**config.mk**
```make
export PLATFORM = sky130hd
export DESIGN_NAME = tick_event_counter
export DESIGN_NICKNAME = d
export VERILOG_FILES = /design/src/rtl/tick_event_counter.sv
export SDC_FILE = /design/constraint.sdc
export NUM_CORES = 1
export LEC_CHECK = 0
export ABC_AREA = 1
export BUFFER_PORTS_ARGS = -buffer_cell sky130_fd_sc_hd__buf_2
export CORE_ASPECT_RATIO = 1.4
export CORE_UTILIZATION = 50
export DETAILED_ROUTE_END_ITERATION = 8
export GPL_TIMING_DRIVEN = 0
export HOLD_SLACK_MARGIN = 0.1
export PLACE_DENSITY = 0.73
export SYNTH_ARGS = -nofsm -noshare
export SYNTH_HDL_FRONTEND = slang
export SYNTH_SLANG_ARGS = --single-unit
```
**constraint.sdc**
```tcl
create_clock -name clk -period 2.5 [get_ports clk]
set_input_delay 0.125 -clock clk [delete_from_list [all_inputs] [get_ports clk]]
set_output_delay 0.125 -clock clk [all_outputs]
set_load 0.01 [all_outputs]
```
**src/rtl/tick_event_counter.sv**
```systemverilog
// Counts rising edges of a terminal-count level over a programmable-length run,
// flagging completion (sticky done, one-cycle irq) and edges seen after completion (ovf).
module tick_event_counter #(
    parameter int unsigned WIDTH = 16
) (
    input  logic             clk,
    input  logic             rst,
    input  logic             tick,
    input  logic             arm,
    input  logic             clr,
    input  logic             limit_load,
    input  logic [WIDTH-1:0] limit_data,
    output logic             irq,
    output logic             done,
    output logic             busy,
    output logic             ovf,
    output logic [WIDTH-1:0] event_cnt
);

    typedef enum logic [1:0] {StIdle, StArmed, StDone} state_e;

    state_e           state_q, state_d;
    logic             tick_q;
    logic             evt;
    logic             complete;
    logic             limit_we;
    logic             irq_q, irq_d;
    logic             ovf_q, ovf_d;
    logic [WIDTH-1:0] limit_q;
    logic [WIDTH-1:0] limit_eff;
    logic [WIDTH-1:0] cnt_q, cnt_d;
    logic [WIDTH-1:0] cnt_inc;

    assign evt       = tick & ~tick_q;
    assign cnt_inc   = cnt_q + WIDTH'(1);
    // A programmed limit of zero behaves as a single-event run.
    assign limit_eff = (limit_q == '0) ? WIDTH'(1) : limit_q;
    assign complete  = evt && (cnt_inc == limit_eff);
    assign limit_we  = (state_q == StIdle) && limit_load;

    // State register
    always_ff @(posedge clk or posedge rst) begin
        if (rst) begin
            state_q <= StIdle;
        end else begin
            state_q <= state_d;
        end
    end

    // Next-state logic
    always_comb begin
        state_d = state_q;
        case (state_q)
            StIdle: begin
                if (arm) begin
                    state_d = StArmed;
                end
            end
            StArmed: begin
                if (clr) begin
                    state_d = StIdle;
                end else if (complete) begin
                    state_d = StDone;
                end
            end
            StDone: begin
                if (clr) begin
                    state_d = arm ? StArmed : StIdle;
                end
            end
            default: state_d = StIdle;
        endcase
    end

    // Datapath next-state; clr always wins over a same-cycle edge.
    always_comb begin
        cnt_d = cnt_q;
        ovf_d = ovf_q;
        irq_d = 1'b0;
        case (state_q)
            StIdle: begin
                cnt_d = '0;
            end
            StArmed: begin
                if (clr) begin
                    cnt_d = '0;
                end else if (evt) begin
                    cnt_d = cnt_inc;
                    irq_d = complete;
                end
            end
            StDone: begin
                if (clr) begin
                    cnt_d = '0;
                    ovf_d = 1'b0;
                end else if (evt) begin
                    ovf_d = 1'b1;
                end
            end
            default: begin
                cnt_d = '0;
                ovf_d = 1'b0;
            end
        endcase
    end

    always_ff @(posedge clk or posedge rst) begin
        if (rst) begin
            tick_q  <= 1'b0;
            cnt_q   <= '0;
            irq_q   <= 1'b0;
            ovf_q   <= 1'b0;
            limit_q <= '1;
        end else begin
            tick_q <= tick;
            cnt_q  <= cnt_d;
            irq_q  <= irq_d;
            ovf_q  <= ovf_d;
            if (limit_we) begin
                limit_q <= limit_data;
            end
        end
    end

    // Outputs
    always_comb begin
        busy      = (state_q == StArmed);
        done      = (state_q == StDone);
        irq       = irq_q;
        ovf       = ovf_q;
        event_cnt = cnt_q;
    end

endmodule

```
Word-level counts from Yosys, hierarchy flattened
Index checks and enable logic that the tools add are counted.
- bits in registers: 37
- bits of input ports: 22
- output and inout port bits: 20
- logic and storage cells: 43
- add/subtract/negate cells: 1
- equality and inequality tests: 8
- muxes and demuxes: 17
- bitwise operators: 3
- reduce and logical (&&, ||, !) cells: 8
- operators by type and width (cell ; count):
    $mux W16 ; 4
    $pmux W16 S2 ; 1
    $add A16 B1 Y16 const B ; 1
    $eq A16 B16 Y1 ; 1
    $logic_not A16 Y1 ; 1
    $ne A3 B2 Y1 const B ; 3
    $mux W2 ; 4
    $mux W1 ; 6
    $pmux W2 S3 ; 1
    $ne A2 B2 Y1 const B ; 2
    $reduce_and A2 Y1 ; 2
    $reduce_and A3 Y1 ; 1
    $eq A2 B1 Y1 const B ; 1
    $eq A2 B2 Y1 const B ; 1
    $logic_and A1 B1 Y1 ; 2
    $logic_not A2 Y1 ; 1
    $not A1 Y1 ; 2
    $pmux W1 S2 ; 1
    $reduce_or A2 Y1 ; 1
    $and A1 B1 Y1 ; 1

Logic depth before layout (Yosys ltp)
Gate-level depths: netlist of run 1.
- depth after elaboration: 7
- depth in mapped cells: 16

Worst setup path after synthesis of run 1
OpenSTA, ideal clock, no wires.
- kind: reg-to-reg
- start point: reg cnt_q[1], in the netlist event_cnt[1]
- end point: reg state_q[0]
- data arrival time: 1.598 ns
- data required time: 2.373 ns
- slack: 0.775 ns
- stages on the path, launching flop included: 13
- buffers on the path: 0
- period minus slack after synthesis: 1.725 ns
- cell sequence: dfrtp_1 -> ha_1 -> nand2_2 -> nor2_4 -> nand4_2 -> o21ai_2 -> nand2_1 -> nand2_1 -> nand2_1 -> nor2_1 -> nand2_1 -> inv_1 -> o21ai_1
- longest elaborated chain between the ends: 5
- RTL lines (item ; line ; RTL):
    from (decl) ; 31 ; logic [WIDTH-1:0] cnt_q, cnt_d;
    from (signal assigned) ; 116 ; cnt_q <= cnt_d;
    $add A16 B1 Y16 ; 35 ; assign cnt_inc = cnt_q + WIDTH'(1);
    $eq A16 B16 Y1 ; 38 ; assign complete = evt && (cnt_inc == limit_eff);
    $logic_and A1 B1 Y1 ; 38 ;
    $ne A3 B2 Y1 (no line) ; n/a ;
    $reduce_and A3 Y1 (no line) ; n/a ;
    to (signal assigned) ; 44 ; state_q <= StIdle;
    to (signal assigned) ; 46 ; state_q <= state_d;
    to (decl) ; 22 ; state_e state_q, state_d;
Every way passes these cells.
A chain may end at the register's enable or synchronous reset.

Worst setup path in the final report of run 1
- start point: reg state_q[1]
- end point: reg cnt_q[12], in the netlist event_cnt[12]
- longest elaborated chain between the ends: 3
- RTL lines (item ; line ; RTL):
    $eq A2 B1 Y1 or $eq A2 B2 Y1 (tied branches) ; 80 ; case (state_q)
    $ne A3 B2 Y1 (no line) or $ne A2 B2 Y1 (tied branches) ; n/a ;
    $reduce_and A2 Y1 (no line) ; n/a ;
Parallel ways exist; a longest one is shown, timed or not.

==> impl_results.md, run 1 <==
- CTS tree: yes
- CP bufs+invs: 3
- Fin Clk Skew: 0.003332 ns
- Slowest cell on crit path: clkbuf_1
- Setup violators final: 0
- Most frequent CP cell: inv_1
- Yosys top cell by area: dfrtp_1
- Syn Area/Cell: 6.928 sq um
- Most common cell after layout, fill and taps aside: nand2_1
- Post-Syn Area: 2258 sq um
- Arrival @ worst endpoint: 2.20 ns
- Syn-to-layout area delta: 26.93%
- Htree depth: 2
- Fmax: 0.4881 GHz
- DRC errors left: 0
- Metal3 WL: 261 microns
- WL met2: 3.023 mm
- Hold_sp: arm
- Remaining Overflow, GRT: 0
- Via density: 5.108
- Synth area leaders: dfrtp_1, dfstp_2, nand2_1
- Cell variety after synth: 27
- #FFs+latches synth: 37
- Setup TNS: 0 ns
- # diodes: 0
- RD Place Congestion: 0.9039
- Max_cap viols: 0
- Pin count of the biggest net entering global routing: 26
- Commonest non-fill, non-tap cells in the layout: nand2_1, inv_1, nor2_1, buf_2, nand3_1
- Final min period: 2.049 ns
- Peak supply drop: 448.9 uV
- Top cell type's share of synthesized area: 0.2327
- Critical Path RT: 2.65 ns
- Worst Hold Depth: 3
- LEAKAGE: 1.430 nW
- Clock Path Buffers: 2
- Slew @ Worst Pin: 0.6299 ns
- Hold endpoint: state_q[0]
- RSZ-0062 raised after global routing: false
- Num Clock Sinks: 37
- Clock transition at path regs: 0.08 ns
- Critical path's top delay family: buffers and inverters
- Slowest Stage Delay on Critical Path: 0.49 ns
- Status: completed
- Seq/Total Area, Yosys: 0.4188
- Slew Viols, Final: 0
- WHS: 0.1169 ns
- Post-DRT Antenna Nets: 0
- DRT Pass-1 Iters: 4
- HPWL reported at the end of detailed placement: 4.361 mm
- Number of cell rows: 28
- Root buf cell: clkbuf_8
- Routed vias: 2,319
- Core Footprint: 4274 sq um
- Net Count, Synth: 349
- Die X: 58.80 microns
- FF-to-FF Start: state_q[1]
- DR WL/cell: 13.23 microns
- CP endpoint kind: flop
- FF-to-FF path depth: 7
- Clk_lat worst skew: 0.30 ns
- IO Count: 42
- Initial antenna violation count: 0
- First-pass GRT wire length: 9.618 mm
- R2R Setup Slk: 0.45 ns
- DR iter-0 viols: 100
- PwrDens: 550.2 nW/um^2
- Slew HR: 0.5796
- Synthesis Warnings: 0
- Crit Reg-Reg Endpoint: event_cnt[12]
- Cts repair resizes: 0
- Vias in the first global route: 2,206
- Starting density of the core: 0.5284
- Fin. Hold Viols: 0
- DIE AREA: 4793 sq um
- Layout cell share with drive strength beyond 1: 0.2234
- Period utilisation layout: 0.8195
- Port-buffer cells: 41
- Top Layer Used: met4
- Filler Cells Inserted: 391
- WL met1: 2.561 mm
- Post-Synthesis Cells: 326
- CP cell instances: inv_1 -> nor2_1 -> nand2_1 -> inv_1 -> a21oi_1 -> clkbuf_1 -> o21ai_0
- Final wirelength: 6.007 mm
- Fin nets: 416
- Global Route Usage Sum: 0.2715
- Worst hold path type: in2reg
- Die Ht: 81.52 microns
- Crit Path Max Fanout: 10
- Crit Path Class: reg2reg
- Critical Path Start Type: flop
- CTS Buf Count: 5
cell families (layout without fill, tap and decap cells):
kind of cell,after synthesis,after routing,synth area share
buffers and inverters,57,125,0.09473
and+or+nand+nor,188,188,0.3701
muxes,2,2,0.009972
DFF,37,37,0.4188
AOI/OAI and AO/OA,41,41,0.1008
adders and majority gates,1,1,0.005539
layout make-up:
type                            count  area (sq um)  area share
Multi-Input combinational cell    232          1099      0.3832
Sequential cell                    37         945.9      0.3300
Timing Repair Buffer               60         412.9      0.1440
Inverter                           52         195.2     0.06809
Clock buffer                        6         82.58     0.02881
Tap cell                           60         75.07     0.02619
Clock inverter                      2         37.54     0.01309
Buffer                              5         18.77    0.006547
state kept, by name, summed over array words and instances (netlist names):
name	count
event_cnt	16
limit_q	16
state_q	2
tick_q	1
irq	1
ovf	1
worst register-to-register path, delay by kind of cell, from the launching register on:
kind            cells  cell delay (ns)
compound gates      2             0.65
buf+inv             3             0.71
flops               1             0.40
simple gates        2             0.16
worst max-delay path by stage:
stage / start / to / slack (ns) / cells after the start
after global placement: state_q[1] / event_cnt[8] / 0.46 / 7
after CTS: tick / event_cnt[12] / 0.45 / 8
after floorplan: event_cnt[1] / state_q[0] / 0.78 / 12
after detailed placement: state_q[0] / event_cnt[12] / 0.49 / 7
final: state_q[1] / event_cnt[12] / 0.45 / 7
after global routing: state_q[0] / event_cnt[12] / 0.25 / 7
report_power, final:
group / internal, mW / switching (mW)
combinational: 0.112 / 0.157
clock: 0.324 / 0.233
sequential: 0.697 / 0.0537
cell usage after synthesis, drive strengths merged:
master	number
dfrtp	21
ha	1
clkbuf	5
nor3	1
nand3b	3
nand3	35
o211ai	1
or2	1
a21oi	17
clkinv	1
o22ai	7
nand4	5
nand2	93
inv	51
mux2	2
dfstp	16
nor2	50
o21ai	16
through the flow:
stage          power (mW)  worst slack [ns]  area (sq um)  instances  utilization
5_1_grt             1.646            0.2547          2867        454       0.6707
4_1_cts             1.581            0.4539          2867        454       0.6707
3_5_place_dp        1.000            0.4859          2566        428       0.6004
6_report            1.577            0.4514          2867        454       0.6707
2_1_floorplan      0.9099            0.7750          2258        326            -
3_3_place_gp       0.9885            0.4616          2539        427       0.5940
routing by layer:
layer | up-vias | GRT usage
met5 | - | 0
met4 | 0 | 0.1429
met3 | 15 | 0.04409
met2 | 75 | 0.4591
met1 | 1057 | 0.3280
li1 | 1172 | -
what timing repair did:
item / in CTS / in global routing
hold buffers: 18 / 0
endpoints found under the hold margin: 25 / 0
setup buffers: 0 / 0
Power figures use the tool's default switching activity.
==> inputs of run 2 (changes only) <==
Clock period 2.5 ns to 2 ns, I/O delays scaled along.
==> run 2 against run 1 <==
Routed wire length rose by 4.0%. Sequential power rose by 25%. Clock skew barely moved. Sequential cell count did not move. Combinational power rose by 30%. Clock power rose by 25%. Largest cell class unchanged. Largest power group unchanged.
==> impl_results.md, run 2 (synthesis gave the netlist of run 1 again) <==
- Initial antenna violation count: 0 (unchanged)
- Slew HR: 0.5820 (+0.002366)
- Status: completed
- Clk_lat worst skew: 0.29 ns (about the same)
- Slew @ Worst Pin: 0.6263 ns (-0.003545 ns)
- DRC errors left: 0 (unchanged)
- Pin count of the biggest net entering global routing: 26 (unchanged)
- Fin. Hold Viols: 0 (unchanged)
- CTS Buf Count: 5 (unchanged)
- CTS tree: yes
- Peak supply drop: 560.9 uV (+25%)
- First-pass GRT wire length: 9.784 mm (+1.7%)
- HPWL reported at the end of detailed placement: 4.361 mm (unchanged)
- Overall power: 1.985 mW (+26%)
- Pre-CTS setup slack: -0.01406 ns (-0.5000 ns)
- Max_cap viols: 0 (unchanged)
- Fin util: 0.6982 (+0.02752)
- Crit Path Max Fanout: 5 (-5)
- Fmax: 0.5190 GHz (+6.3%)
- Vias in the first global route: 2,245 (+1.8%)
- Commonest non-fill, non-tap cells in the layout: nand2_1, inv_1, buf_2, nor2_1, nand3_1
- Inst Count DP: 428 (unchanged)
- Filler Cells Inserted: 365 (-6.6%)
- Setup TNS: 0 ns (unchanged)
- FF-to-FF Start: event_cnt[1]
- LEAKAGE: 1.477 nW (+3.3%)
- Core Footprint: 4274 sq um (unchanged)
- CP startpoint: event_cnt[1]
- FF-to-FF path depth: 16 (+9)
- Final min period: 1.927 ns (-0.1218 ns)
- Crit Reg-Reg Endpoint: state_q[0]
- Period utilisation layout: 0.9634 (+0.1440)
- CP endpoint kind: flop
- Remaining Overflow, GRT: 0 (unchanged)
- FF+latch area: 948.4 sq um (+0.26%)
- Fin nets: 422 (+1.4%)
- Syn-to-layout area delta: 32.13%
- DR WL/cell: 13.59 microns (+2.7%)
- Multi-input gate area: 1162 sq um (+5.8%)
- Hold_sp: limit_load
- Die X: 58.80 microns (unchanged)
- R2R Setup Slk: 0.07 ns (-0.38 ns)
- DIE AREA: 4793 sq um (unchanged)
- DR iter-0 viols: 107 (+7.0%)
- Crit Path Class: reg2reg
- Routed vias: 2,351 (+1.4%)
- Critical Path Start Type: flop
- Die Ht: 81.52 microns (unchanged)
- Finished Layout Cells: 460 (+1.3%)
- Slew Viols, Final: 0 (unchanged)
- Critical Path RT: 2.19 ns (-0.46 ns)
- Via density: 5.111 (about the same)
- Setup violators final: 0 (unchanged)
- Port-buffer cells: 41 (unchanged)
- Clock Path Buffers: 2 (unchanged)
- DRT Pass-1 Iters: 4 (unchanged)
- Worst hold path type: in2reg
- Htree depth: 2 (unchanged)
- Arrival @ worst endpoint: 2.11 ns (-0.09 ns)
- Clock transition at path regs: 0.08 ns (about the same)
- IO Count: 42 (unchanged)
- Number of cell rows: 28 (unchanged)
- RD Place Congestion: 0.9039 (unchanged)
- Starting density of the core: 0.5284 (unchanged)
- # diodes: 0 (unchanged)
- Final wirelength: 6.250 mm (+4.0%)
- Hold endpoint: limit_q[13]
- PwrDens: 665.0 nW/um^2 (+21%)
- Global Route Usage Sum: 0.2765 (+0.004978)
- Layout cell share with drive strength beyond 1: 0.2575 (+0.03415)
- RSZ-0062 raised after global routing: true
- Num Clock Sinks: 37 (unchanged)
- Fin Clk Skew: 0.003224 ns (-0.0001078 ns)
- Worst Hold Depth: 3 (unchanged)
- Final worst slack: 0.07316 ns (-0.3782 ns)
- Most common cell after layout, fill and taps aside: nand2_1
- Root buf cell: clkbuf_8
- Post-DRT Antenna Nets: 0 (unchanged)
==> run 2: per-stage QoR <==
step / hold slack [ns] / instance area, sq um
6_report: 0.1779 / 2984
5_1_grt: 0.2051 / 2984
4_1_cts: 0.1524 / 2888
3_5_place_dp: 0.1980 / 2566
3_3_place_gp: 0.2222 / 2539
2_1_floorplan: 0.1314 / 2258
==> run 2: critical path: stages, from the launching register on <==
cell and delay [ns]:
dfrtp_2 0.43, ha_4 0.17, nand2_4 0.07, nor2_4 0.21
nand2_1 0.08, nand2_1 0.09, nand2_1 0.07, nand2_1 0.06
nand2_1 0.04, inv_1 0.05, nand2_1 0.04, nor2_1 0.07
nand2_1 0.10, nor2_4 0.15, nand2_2 0.09, inv_2 0.07
o21ai_2 0.04
==> run 2: layout make-up <==
class	instances	share of cell area
buffer	5	0.006709
clock buffer	6	0.02767
clock inverter	2	0.01258
inverter	52	0.06541
multi-input combinational	232	0.3895
sequential	37	0.3178
tap	60	0.02516
timing repair buffer	66	0.1551
==> run 2: timing repair <==
action,CTS,global route
resized for setup,1,17
hold buffers,20,0
setup endpoints to repair,1,12
hold endpoints to repair,26,0
setup buffers,0,4
pin swaps,0,6
==> run 2: how the worst max path moves through the flow <==
stage / end / cells past startpoint
2_1_floorplan: state_q[0] / 12
3_3_place_gp: event_cnt[8] / 7
3_5_place_dp: event_cnt[12] / 7
4_1_cts: state_q[0] / 12
5_1_grt: state_q[0] / 16
6_report: state_q[0] / 16
==> run 2: report_power, final <==
group / switching [mW] / internal [mW]
Clock: 0.289 / 0.406
Combinational: 0.203 / 0.148
Sequential: 0.0672 / 0.871
==> run 2: routing by layer <==
layer  track usage  routed length (microns)
met1        0.3290                     2620
met2        0.4750                     3210
met3       0.04409                      234
met4        0.1429                      185
met5             0                        0
